### src/rtl/cv32e40s_rvfi_obi_instr_tracker.sv
`default_nettype none
// cv32e40s_rvfi_obi_instr_tracker: pairs granted instruction-OBI requests with their
// responses in order and hands completed RVFI records to the retire logic.

package cv32e40s_rvfi_obi_pkg;

  typedef struct packed {
    logic [31:0] addr;
    logic [1:0]  memtype;
    logic [2:0]  prot;
    logic        dbg;
  } obi_inst_req_t;

  typedef struct packed {
    logic [31:0] rdata;
    logic        err;
    logic [1:0]  mpu_status;
  } obi_inst_resp_t;

  typedef struct packed {
    obi_inst_req_t  req_payload;
    obi_inst_resp_t resp_payload;
  } rvfi_obi_instr_t;

endpackage

module cv32e40s_rvfi_obi_instr_tracker
  import cv32e40s_rvfi_obi_pkg::*;
#(
  parameter int unsigned DEPTH = 2
) (
  input  logic                         clk,
  input  logic                         rst_n,
  input  logic                         obi_req_i,
  input  logic                         obi_gnt_i,
  input  obi_inst_req_t                obi_req_payload_i,
  input  logic                         obi_rvalid_i,
  input  obi_inst_resp_t               obi_resp_payload_i,
  output logic                         rec_valid_o,
  input  logic                         rec_ready_i,
  output rvfi_obi_instr_t              rec_o,
  output logic [$clog2(DEPTH+1)-1:0]   outstanding_o,
  output logic                         err_protocol_o,
  output logic                         err_overflow_o
);

  localparam int unsigned PW = (DEPTH > 1) ? $clog2(DEPTH) : 1;
  localparam int unsigned CW = $clog2(DEPTH+1);

  obi_inst_req_t   pend_mem [DEPTH];
  rvfi_obi_instr_t rec_mem  [DEPTH];

  logic [PW-1:0] pend_wptr_q, pend_wptr_d;
  logic [PW-1:0] pend_rptr_q, pend_rptr_d;
  logic [CW-1:0] pend_cnt_q,  pend_cnt_d;
  logic [PW-1:0] rec_wptr_q,  rec_wptr_d;
  logic [PW-1:0] rec_rptr_q,  rec_rptr_d;
  logic [CW-1:0] rec_cnt_q,   rec_cnt_d;
  logic          err_protocol_q, err_protocol_d;
  logic          err_overflow_q, err_overflow_d;

  logic pend_empty, pend_full, rec_empty, rec_full;
  logic grant, pend_pop, pend_push, rec_pop, rec_push;
  rvfi_obi_instr_t new_rec;

  function automatic logic [PW-1:0] ptr_inc(input logic [PW-1:0] p);
    return (p == PW'(DEPTH-1)) ? '0 : p + PW'(1);
  endfunction

  assign pend_empty = (pend_cnt_q == '0);
  assign pend_full  = (pend_cnt_q == CW'(DEPTH));
  assign rec_empty  = (rec_cnt_q == '0);
  assign rec_full   = (rec_cnt_q == CW'(DEPTH));

  // Pops are resolved first so a full queue can still take a same-cycle push.
  assign grant     = obi_req_i && obi_gnt_i;
  assign pend_pop  = obi_rvalid_i && !pend_empty;
  assign pend_push = grant && (!pend_full || pend_pop);
  assign rec_pop   = !rec_empty && rec_ready_i;
  assign rec_push  = pend_pop && (!rec_full || rec_pop);

  assign new_rec.req_payload  = pend_mem[pend_rptr_q];
  assign new_rec.resp_payload = obi_resp_payload_i;

  always_comb begin
    pend_wptr_d    = pend_wptr_q;
    pend_rptr_d    = pend_rptr_q;
    pend_cnt_d     = pend_cnt_q;
    rec_wptr_d     = rec_wptr_q;
    rec_rptr_d     = rec_rptr_q;
    rec_cnt_d      = rec_cnt_q;
    err_protocol_d = err_protocol_q;
    err_overflow_d = err_overflow_q;

    if (pend_pop) begin
      pend_rptr_d = ptr_inc(pend_rptr_q);
    end
    if (pend_push) begin
      pend_wptr_d = ptr_inc(pend_wptr_q);
    end
    case ({pend_push, pend_pop})
      2'b10:   pend_cnt_d = pend_cnt_q + CW'(1);
      2'b01:   pend_cnt_d = pend_cnt_q - CW'(1);
      default: pend_cnt_d = pend_cnt_q;
    endcase

    if (rec_pop) begin
      rec_rptr_d = ptr_inc(rec_rptr_q);
    end
    if (rec_push) begin
      rec_wptr_d = ptr_inc(rec_wptr_q);
    end
    case ({rec_push, rec_pop})
      2'b10:   rec_cnt_d = rec_cnt_q + CW'(1);
      2'b01:   rec_cnt_d = rec_cnt_q - CW'(1);
      default: rec_cnt_d = rec_cnt_q;
    endcase

    if ((obi_rvalid_i && pend_empty) || (grant && pend_full && !obi_rvalid_i)) begin
      err_protocol_d = 1'b1;
    end
    if (pend_pop && rec_full && !rec_pop) begin
      err_overflow_d = 1'b1;
    end
  end

  always_ff @(posedge clk or negedge rst_n) begin
    if (!rst_n) begin
      pend_wptr_q    <= '0;
      pend_rptr_q    <= '0;
      pend_cnt_q     <= '0;
      rec_wptr_q     <= '0;
      rec_rptr_q     <= '0;
      rec_cnt_q      <= '0;
      err_protocol_q <= 1'b0;
      err_overflow_q <= 1'b0;
    end else begin
      pend_wptr_q    <= pend_wptr_d;
      pend_rptr_q    <= pend_rptr_d;
      pend_cnt_q     <= pend_cnt_d;
      rec_wptr_q     <= rec_wptr_d;
      rec_rptr_q     <= rec_rptr_d;
      rec_cnt_q      <= rec_cnt_d;
      err_protocol_q <= err_protocol_d;
      err_overflow_q <= err_overflow_d;
    end
  end

  // Payload storage is deliberately left unreset; validity comes from the counters.
  always_ff @(posedge clk) begin
    if (pend_push) begin
      pend_mem[pend_wptr_q] <= obi_req_payload_i;
    end
    if (rec_push) begin
      rec_mem[rec_wptr_q] <= new_rec;
    end
  end

  assign rec_valid_o    = !rec_empty;
  assign rec_o          = rec_empty ? '0 : rec_mem[rec_rptr_q];
  assign outstanding_o  = pend_cnt_q;
  assign err_protocol_o = err_protocol_q;
  assign err_overflow_o = err_overflow_q;

endmodule

`default_nettype wire

### config.mk
export PLATFORM = sky130hd
export DESIGN_NAME = cv32e40s_rvfi_obi_instr_tracker
export DESIGN_NICKNAME = d
export VERILOG_FILES = /design/src/rtl/cv32e40s_rvfi_obi_instr_tracker.sv
export SDC_FILE = /design/constraint.sdc
export NUM_CORES = 1
export LEC_CHECK = 0
export BUFFER_PORTS_ARGS = -buffer_cell sky130_fd_sc_hd__buf_2
export CAP_MARGIN = 30
export CORE_MARGIN = 1
export CORE_UTILIZATION = 55
export DETAILED_ROUTE_END_ITERATION = 10
export HOLD_SLACK_MARGIN = 0.06
export PLACE_DENSITY = 0.79
export REMOVE_ABC_BUFFERS = 1
export SYNTH_ARGS = -nofsm -noshare
export SYNTH_HDL_FRONTEND = slang
export SYNTH_SLANG_ARGS = --single-unit
### constraint.sdc
create_clock -name clk -period 5.4 [get_ports clk]
set_input_delay 0.54 -clock clk [delete_from_list [all_inputs] [get_ports clk]]
set_output_delay 0.54 -clock clk [all_outputs]
set_load 0.02 [all_outputs]
Word level (Yosys, flattened, before mapping)
Memory sizes are Yosys's and may differ from the RTL's.
Index checks and enable logic that the tools add are counted.
Cells by class
  add/sub/neg operators: 8
  multiply operators: 0
  divide/modulo/power cells: 0
  order comparisons: 0
  eq/ne operators: 6
  shifts and indexed selects: 0
  mux-type cells: 11
  bitwise logic cells: 0
  reduce and logical (&&, ||, !) cells: 23
Operators with widths (count)
  2-to-1 mux 73 bit: 1
  logical AND 1 bit: 10
  equality test 2 bit (second input constant): 4
  2-to-1 mux 1 bit: 8
  one-hot mux 2 bit (2 select lines): 2
  zero test 1 bit: 6
  adder 1 bit (second input constant): 4
  adder 2 x 1 -> 2 bit (second input constant): 2
  equality test 2 x 1 -> 1 bit (second input constant): 2
  zero test 2 bit: 2
  nonzero test 2 bit: 2
  subtractor 2 x 1 -> 2 bit (second input constant): 2
  logical OR 1 bit: 3
Storage, ports and cells
  register bits: 10
  latch bits: 0
  RAM bits: 222
  bits in read-only memories: 0
  bits of input ports: 79
  output and inout port bits: 78
  logic and storage cells: 58
  memories kept: 2
Memories
  rec_mem: depth 2, width 73, read ports 1, clocked after Yosys merged registers in 0, write ports 1, line 51  | rvfi_obi_instr_t rec_mem [DEPTH];
  pend_mem: depth 2, width 38, read ports 1, clocked after Yosys merged registers in 0, write ports 1, line 50  | obi_inst_req_t pend_mem [DEPTH];

Depth between registers and ports, before layout
  depth after elaboration: 7
  depth in mapped cells: 7
  mapped depth without buffers: 7

Worst setup path before layout
Ideal clock, no wire load.
  path type: reg2reg
  start: register pend_cnt_q[0], in the netlist outstanding_o[0]
  end: memory rec_mem[0][0] in the netlist's numbering, enable pin
  setup time: 0.505 ns
  arrival time: 3.922 ns
  data required time: 4.895 ns
  setup slack: 0.974 ns
  cell stages (with the launch flop): 5
  buffers on the path: 0
  period minus slack after synthesis: 4.426 ns
  path through: dfrtp_1 -> o21ai_2 -> inv_2 -> nand2_2 -> nor2_1
Between the ends
  cells in the longest elaborated chain, start to end: 6
Ends and longest elaborated chain
  from (decl): line 55  | logic [CW-1:0] pend_cnt_q, pend_cnt_d;
  from (signal assigned): line 140  | pend_cnt_q <= pend_cnt_d;
  zero test 2 bit: line 70  | assign pend_empty = (pend_cnt_q == '0);
  zero test 1 bit: line 77  | assign pend_pop = obi_rvalid_i && !pend_empty;
  logical AND 1 bit: line 77
  named net pend_pop: line 63  | logic grant, pend_pop, pend_push, rec_pop, rec_push;
  logical AND 1 bit: line 80  | assign rec_push = pend_pop && (!rec_full || rec_pop);
  2-to-1 mux 1 bit: line 154  | if (rec_push) begin
  2-to-1 mux 1 bit (implied by the code): line 155  | rec_mem[rec_wptr_q] <= new_rec;
  to (decl): line 51
The timed path passes the listed nets, and every way through them passes these cells.

==> results.tsv <==
stage	metric	value	unit
run_status	status	complete, no violations	
setup_path	Setup CP Type	flop to output port	
drt	DRT Wirelength	15.3	mm
sta	worst clock skew	0.0219	ns
placement	gpl congestion	0.742	
clock_network	H-tree depth	1	
clock_network	setup bufs post-CTS	0	
sta	Slew Viols, Final	0	
setup_path	Worst Setup End Kind	output port	
setup_path	crit path max fanout	47	
placement	Buffers on Ports	156	
clock_network	post_cts resized	0	
synth	post-synthesis sequential area ratio	79.1	%
global_routing	first-pass GRT wire length	23.0	mm
sta	Setup violations, final	0	
sta	Hold Vio Cnt, Final	0	
sta	FMAX	322	MHz
drt	DRC Markers	0	
power	peak supply drop	0.000426	V
run	max-cap viol count	0	
drt	final antenna-violating net count	0	
drt	Routed WL per cell	17.7	um
die	full die area	16400	um^2
synth	XOR/XNOR Fraction of Synth Area	1.00	%
drt	DR vias	4514	
clock_network	Clk Tree Root Cell	clkbuf_16	
hold_path	Worst Hold Class	primary input to flop	
layout	Util after Layout	68.2	%
layout	commonest non-fill, non-tap cells in the layout	edfxtp_1 (222), buf_2 (156), nor2_1 (75)	
power	power density over the cells	587	nW/um^2
clock_network	# hold bufs at CTS	1	
setup_path	CP Data Required Time	4.86	ns
setup_path	WP data arrival	2.57	ns
synth	combinational family with the most area after synthesis	multiplexers	
global_routing	initial antenna violation count	2	
synth	Post-Synthesis Cells	469	
layout	fin area	10500	um^2
setup_path	Worst setup SP type	flop	
synth	mapped cell area	8740	um^2
drt	vias per cell	5.21	
synth	Netlist cell types	25	
drt	Starting DRT DRC Count	261	
sta	RSZ-0062 raised after global routing	false	
sta	Setup TNS	0	ns
die	row cnt	45	
sta	Tcrit/Tclk final	57.6	%
sta	Tmin final	3.11	ns
global_routing	number of global-route vias before repair	4570	
sta	Least-Margin Pin Slew	0.979	ns
die	initial core utilization	56.9	%
die	Die Wd	128	um
clock_network	Clk pin slew, worst setup/hold paths	0.06	ns
clock_network	clock buffer count from CTS	23	
clock_network	Clock Latency Late Sink	0.50	ns
placement	Placed Area	9770	um^2
setup_path	FF-to-FF setup slack	2.74	ns
synth	mux cell area share after synthesis	13.2	%
global_routing	largest net degree at the start of global routing	74	
synth	post-synthesis compound-gate area fraction	0.544	%
power	Static Leak	0.00403	uW
synth	Synth Register Bits	232	
clock_network	clock sinks	232	
synth	Synth Area in Simple Gates	3.98	%
clock_network	CTS tree	done	
layout	share of cells above drive strength 1	36.1	%
clock_network	clock tree buffer depth	3	
global_routing	Overflow after GRT	0	
sta	Max-slew headroom	34.7	%
global_routing	Total Routing Usage GR	18.5	%
synth	area share of fa/ha/maj cells after synthesis	0.286	%
die	IO Pins	157	
layout	most common cell after layout, fill and taps aside	edfxtp_1	
die	core box area	15400	um^2
drt	drt pass-1 iters	4	
die	die height	128	um
layout	Layout area overhead	20.0	%
layout	post-layout net count	719	
synth	Avg Cell Area, Syn	18.6	um^2
synth	Warnings, synthesis	0	
placement	hpwl dp	9.53	mm
==> flip-flops by register name (all words and copies together) (netlist names) <==
name and count:
err_protocol_o 1, rec_mem 146, rec_wptr_q 1, pend_rptr_q 1, err_overflow_o 1, rec_rptr_q 1
pend_wptr_q 1, pend_mem 76, outstanding_o 2, rec_cnt_q 2
==> where the power goes <==
part | internal [uW] | switching (uW) | total [uW] | leakage [uW]
clock | 824 | 622 | 1450 | 0.000335
sequential | 2480 | 232 | 2710 | 0.00216
combinational | 737 | 1270 | 2000 | 0.00153
total | 4040 | 2120 | 6160 | 0.00403
==> per-layer routing <==
layer | wire (um) | up-vias | track usage [%]
met4 | 316 | 4 | 4.78
met5 | 22 | - | 0.310
met1 | 6490 | 2212 | 23.4
li1 | - | 2104 | -
met3 | 1110 | 33 | 4.92
met2 | 7370 | 161 | 31.9
==> layout make-up <==
cell class	count	area (um^2)
antenna	1	2.50
clock buffer	25	583
clock inverter	16	101
fill	1023	4880
inverter	4	15.0
multi-input combinational	213	1700
sequential	232	6920
tap	211	264
timing repair buffer	164	901
==> worst max-delay path: stages (launching register included) <==
cell and delay, ns:
dfrtp_4 0.73, buf_4 0.73, mux2i_1 0.29, nor2_1 0.08, buf_2 0.19
==> synthesized netlist by cell type (all sizes together) <==
cell type | count | share of area [%]
edfxtp | 222 | 76
nor2 | 79 | 3.4
mux2i | 73 | 8.4
mux2 | 38 | 4.9
buf | 20 | 1.7
dfrtp | 10 | 2.9
xnor2 | 8 | 0.80
inv | 4 | 0.17
ha | 2 | 0.29
xor2 | 2 | 0.20
a21oi | 1 | 0.057
and2 | 1 | 0.072
and3 | 1 | 0.072
nand2 | 1 | 0.072
nand2b | 1 | 0.072
nand4b | 1 | 0.10
o21ai | 1 | 0.10
o21bai | 1 | 0.086
o311ai | 1 | 0.30
or2 | 1 | 0.072
or3b | 1 | 0.13
==> final timing paths <==
| path | start | end | cells after the start |
|---|---|---|---|
| worst max-delay path | rec_rptr_q | rec_o[58] | 4 |
| worst min-delay path | obi_req_payload_i[26] | pend_mem[1][26] | 1 |
| worst max register to register | rec_cnt_q[0] | rec_cnt_q[1] | 8 |
| worst min register to register | err_overflow_o | err_overflow_o | 1 |
| max in group asynchronous | rst_n | rec_rptr_q | 2 |
| min in group asynchronous | rst_n | rec_cnt_q[0] | 2 |
==> kinds of logic (layout without fill, tap and decap cells) <==
logic type               count (synthesis)  count (layout)
adder cells (fa/ha/maj)                  2               2
multiplexers                           111             111
flip-flops                             232             232
buffers and inverters                   24             209
AND/OR/NAND/NOR                         86              86
XOR/XNOR                                10              10
AO/OA/AOI/OAI                            4               4
other                                    0               1
==> stage by stage <==
step | setup WS [ns] | total power [uW] | cells | hold slack, ns
CTS | 2.19 | 6200 | 864 | 0.210
detailed placement | 2.72 | 4750 | 822 | 0.412
global placement | 2.61 | 4660 | 819 | 0.406
global route | 2.08 | 6460 | 865 | 0.213
finish | 2.29 | 6160 | 866 | 0.224
floorplan | 0.974 | 4100 | 449 | 0.244
No activity file was read; power rests on OpenSTA's default activity.
